**src/rtl/inst_fetch_queue.sv**
```systemverilog
// inst_fetch_queue: decoupling FIFO between the fetch and decode stages.
// Holds {pc, inst} pairs. Fetch is backpressured when the queue is full, and
// all in-flight entries are dropped on a redirect (flush).
// Optional build macro IFQ_BYPASS_EN enables fall-through: when the queue is
// empty, a pushed entry appears on the pop side in the same cycle.
module inst_fetch_queue #(
  parameter int DEPTH = 4,
  parameter int PTR_W = 2
) (
  input  logic             clk,
  input  logic             rst,
  input  logic             flush,
  input  logic             push_valid,
  input  logic [31:0]      push_pc,
  input  logic [31:0]      push_inst,
  output logic             push_ready,
  output logic             pop_valid,
  output logic [31:0]      pop_pc,
  output logic [31:0]      pop_inst,
  input  logic             pop_ready,
  output logic [PTR_W:0]   count,
  output logic             full,
  output logic             empty
);

  localparam logic [PTR_W:0] FULL_CNT = (PTR_W + 1)'(DEPTH);
  localparam logic [PTR_W:0] CNT_ONE  = (PTR_W + 1)'(1);

  logic [63:0]      mem [DEPTH];
  logic [PTR_W-1:0] wr_ptr;
  logic [PTR_W-1:0] rd_ptr;

  logic bypass_hit;   // empty queue presenting a fall-through entry this cycle
  logic bypass_take;  // fall-through entry consumed directly by decode
  logic write_en;
  logic read_en;

  // Status flags come straight from the occupancy register, so push_ready
  // never depends on pop_ready: a full queue refuses a push even if a pop
  // happens in the same cycle.
  assign full       = (count == FULL_CNT);
  assign empty      = (count == '0);
  assign push_ready = !full;

`ifdef IFQ_BYPASS_EN
  assign bypass_hit = empty && push_valid && !flush && !rst;
`else
  assign bypass_hit = 1'b0;
`endif

  assign bypass_take = bypass_hit && pop_ready;
  assign write_en    = push_valid && push_ready && !bypass_take;
  assign read_en     = !empty && pop_ready;

  // Head entry (or fall-through entry) presented to decode; zero when empty.
  always_comb begin
    // NOTE: every output of this block gets a default first so no path
    // leaves one unassigned, which would otherwise infer a latch.
    pop_valid = !empty;
    pop_pc    = '0;
    pop_inst  = '0;
    if (!empty) begin
      {pop_pc, pop_inst} = mem[rd_ptr];
    end else if (bypass_hit) begin
      pop_valid = 1'b1;
      pop_pc    = push_pc;
      pop_inst  = push_inst;
    end
  end

  // Entry storage: written at wr_ptr on an accepted, non-bypassed push.
  always_ff @(posedge clk) begin
    // NOTE: storage is deliberately not reset; count and the pointers alone
    // decide which entries are live, so stale contents are never observed.
    if (!rst && !flush && write_en) begin
      mem[wr_ptr] <= {push_pc, push_inst};
    end
  end

  // Pointer and occupancy update with priority rst > flush > push/pop.
  always_ff @(posedge clk) begin
    // NOTE: non-blocking assignments so every register samples the values
    // from before this edge, independent of statement order.
    if (rst) begin
      wr_ptr <= '0;
      rd_ptr <= '0;
      count  <= '0;
    end else if (flush) begin
      wr_ptr <= '0;
      rd_ptr <= '0;
      count  <= '0;
    end else begin
      if (write_en) begin
        wr_ptr <= wr_ptr + 1'b1;
      end
      if (read_en) begin
        rd_ptr <= rd_ptr + 1'b1;
      end
      case ({write_en, read_en})
        2'b10:   count <= count + CNT_ONE;
        2'b01:   count <= count - CNT_ONE;
        default: count <= count;
      endcase
    end
  end

endmodule

```
**config.mk**
```make
export PLATFORM = sky130hd
export DESIGN_NAME = inst_fetch_queue
export DESIGN_NICKNAME = d
export VERILOG_FILES = /design/src/rtl/inst_fetch_queue.sv
export SDC_FILE = /design/constraint.sdc
export NUM_CORES = 1
export LEC_CHECK = 0
export CAP_MARGIN = 20
export CORE_MARGIN = 3
export CORE_UTILIZATION = 40
export CTS_BUF_LIST = sky130_fd_sc_hd__clkbuf_4 sky130_fd_sc_hd__clkbuf_8
export DETAILED_ROUTE_END_ITERATION = 10
export MAX_ROUTING_LAYER = met4
export PLACE_DENSITY = 0.62
export SETUP_SLACK_MARGIN = 0.3
export SYNTH_ARGS = -nofsm -noshare
export SYNTH_HDL_FRONTEND = slang
export SYNTH_SLANG_ARGS = --single-unit
```
**constraint.sdc**
```tcl
create_clock -name clk -period 5.4 [get_ports clk]
set_input_delay 1.08 -clock clk [delete_from_list [all_inputs] [get_ports clk]]
set_output_delay 1.08 -clock clk [all_outputs]
set_load 0.05 [all_outputs]
```
==> metrics.md <==
| Metric | Value |
|---|---|
| Outcome | `finished, final reports clean` |
| Total internal power | `3.34 mW` |
| Area of combinational cells with multiple inputs | `2150 um^2` |
| Cell count after placement | `904` |
| Number of H-tree levels | `2` |
| Number of post-CTS setup repair buffers | `0` |
| Register area | `7880 um^2` |
| DIE WIDTH | `166 um` |
| Die Area | `~28,000 um^2` |
| DIE HEIGHT | `166 um` |
| Type of the setup path with the least slack | `register to primary output` |
| Post-route standard cell area excluding fillers | `12,700 um^2` |
| Worst Path Arrival | `3.12 ns` |
| Pin count of the biggest net entering global routing | `65` |
| Count of antenna-violating nets left after detailed routing | `0` |
| Critical path capture point type | `primary output` |
| Skew-Pair Late Insertion Delay | `0.53 ns` |
| Min-delay worst type | `register to register` |
| Inserted Clock Buffers | `43` |
| Transition at the pin with the smallest max-transition slack | `1.04 ns` |
| Number of nets in the layout | `700` |
| Filler instances | `between 1,500 and 2,000` |
| Final cycle utilization of the critical path | `77.8%` |
| Detailed-route vias per instance | `5.10` |
| Initial core utilization | `between 40% and 50%` |
| Final Max Tran Viols | `0` |
| Worst voltage drop across the vdd grid | `between 150 and 200 uV` |
| Final wirelength | `19,600 um` |
| Period minus WS final | `between 4 and 5 ns` |
| Quantity of gates resized following cts | `0` |
| Drt initial violations | `364` |
| Number of antenna violations at the first check in global routing | `1` |
| Placeable core region | `24,700 um^2` |
| Max-cap viol count | `0` |
| Most frequent cells in the layout | `sky130_fd_sc_hd__edfxtp_1, sky130_fd_sc_hd__clkdlybuf4s50_1, sky130_fd_sc_hd__and2_1` |
| Area of placed instances | `11,900 um^2` |
| Routed vias | `4,988` |
| Relative contribution of sequential cells to total power | `53.4%` |
| Final setup viols | `0` |
| Worst rel slew slack | `30.4%` |
| Post-synth ARST share | `0%` |
| Ys flop type | `sky130_fd_sc_hd__edfxtp_1` |
| Post-CTS Hold Fix Bufs | `0` |
| Clock tree from TritonCTS | `done` |
| Grt total ovfl | `0` |
| Static leakage | `3.99 nW` |
| Share of total power in combinational logic | `8.0%` |
| Wire length of the first global-routing pass | `~31,000 um` |
| CP Max Fanout | `38` |
| Count of yosys warnings during synthesis | `0` |
| Register clock-pin slew on the reported worst setup and hold paths | `0.06 ns` |
| Non-Filler Instances | `978` |
| Clk sinks | `265` |
| Portion of total power attributed to the clock network | `38.6%` |
| Net Count, Synth | `around 540` |
| Clock skew | `between 0.02 and 0.025 ns` |
| Required time worst endpoint | `~4.3 ns` |
| Std cell rows | `57` |
| Hold Violations, Final | `0` |
| Number of ports placed on the die boundary | `140` |
| Number of global-route vias before repair | `5,601` |
| Maximum number of buffers from clock root to sink | `3` |
| Flip-flop and latch count after synthesis | `265` |
| Power per Cell Area | `337 nW/um^2` |
| Number of detailed-route iterations in the first pass | `4` |
| Switching share of power | `22.1%` |
| Port Buffer Count | `between 100 and 150` |
| Startpoint types | `register` |
| Global-route usage over all layers | `14.8%` |
| Area growth from synthesis to layout | `24.2%` |
| Share of final-layout standard cells stronger than drive strength 1 | `a little over a fifth` |
| Synthesized netlist cell count | `462` |
| Post-DP HPWL | `around 11,000 um` |
| Most common cell after layout, fill and taps aside | `sky130_fd_sc_hd__edfxtp_1` |
| Average wire per cell in the routed design | `approximately 20 um` |
| Placer Congestion | `0.682` |
| Achievable frequency | `0.238 GHz` |
| Avg Inst Size Synth | `~22 um^2` |
| Final total negative setup slack | `0 ns` |
| CTS Root Buffer Type | `sky130_fd_sc_hd__clkbuf_8` |
| Switch Pwr | `0.945 mW` |
| Share of the yosys chip area belonging to registers | `between 70% and 80%` |
| Post-synth EDFFs | `256` |
| Post-synth cell types | `28` |
| Post-route DRC | `0` |
| Setup repair after global routing missed its margin | `false` |
| Synthesized area | `10,200 um^2` |
power groups by stage:
stage | Combinational [mW] | Sequential, mW | Clock [mW]
4_1_cts | 0.350 | 2.29 | 1.71
3_5_place_dp | 0.348 | 2.33 | 0
6_report | 0.344 | 2.29 | 1.65
3_3_place_gp | 0.343 | 2.33 | 0
2_1_floorplan | 0.196 | 2.33 | 0
5_1_grt | 0.364 | 2.29 | 1.80
logic make-up after synthesis:
group,count (synthesis),synth area share [%]
and+or+nand+nor,84,5.05
muxes,64,14.2
xor gates and xnor gates,2,0.171
buffers and inverters,31,2.27
DFF,265,76.9
adders and majority gates,6,0.807
AOI/OAI and AO/OA,10,0.587
state kept, by name, indices dropped and copies added, names as in the netlist, named ones only:
signal,count
mem,256
count,3
rd_ptr,2
wr_ptr,2
worst max-delay path, stage by stage (launching register included):
cell                              delay (ns)
sky130_fd_sc_hd__dfxtp_4                0.69
sky130_fd_sc_hd__buf_12                 0.35
sky130_fd_sc_hd__mux4_2                 0.55
sky130_fd_sc_hd__and2_1                 0.20
sky130_fd_sc_hd__clkdlybuf4s50_1        0.71
synthesized netlist by cell type (all sizes together), types with 2 or more instances:
cell	number	area, um^2
a21oi	4	20.0
and2	66	415
and3	4	25.0
buf	14	166
clkbuf	9	36.3
dfxtp	9	180
edfxtp	256	7690
ha	5	62.6
inv	8	30.0
mux4	64	1460
nand2	2	7.51
nor2	4	15.0
o21ai	4	20.0
or3	3	18.8
xor2	2	17.5
metal layers:
metal / share of wire, % / wire (um) / global-route usage (%) / vias up
li1: - / - / - / 2197
met1: 43 / 8320 / 18.3 / 2602
met2: 51 / 9890 / 25.0 / 148
met3: 4.9 / 956 / 3.19 / 41
met4: 2.0 / 398 / 4.01 / 0
met5: 0 / 0 / - / -
metrics by stage:
step | worst slack [ns] | util, % | hold WS, ns | total power, mW
after CTS | 1.09 | 51.4 | 0.488 | 4.35
after global placement | 1.69 | 48.0 | 0.464 | 2.67
after global routing | 1.02 | 51.4 | 0.526 | 4.45
after floorplan | 2.02 | - | 0.459 | 2.52
final | 1.20 | 51.4 | 0.482 | 4.28
after detailed placement | 1.70 | 48.0 | 0.478 | 2.68
path summary, 6_finish.rpt:
check	start	end	slack (ns)	cells after the start
min	rd_ptr[1]$_SDFFE_PP0P_	register	0.48	2
min reg2reg	rd_ptr[1]$_SDFFE_PP0P_	register	0.48	2
max reg2reg	count[1]$_SDFFE_PP0P_	count[2]$_SDFFE_PP0P_	2.72	8
max	register	pop_pc[12]	1.20	4
area by class of cell:
class | count | area share [%]
Inverter | 8 | 0.236
Sequential cell | 265 | 61.9
Clock inverter | 15 | 0.768
Clock buffer | 58 | 5.74
Tap cell | 324 | 3.19
Timing Repair Buffer | 141 | 11.2
Antenna cell | 1 | 0.0197
Multi-Input combinational cell | 166 | 16.9
Power figures use the tool's default switching activity.
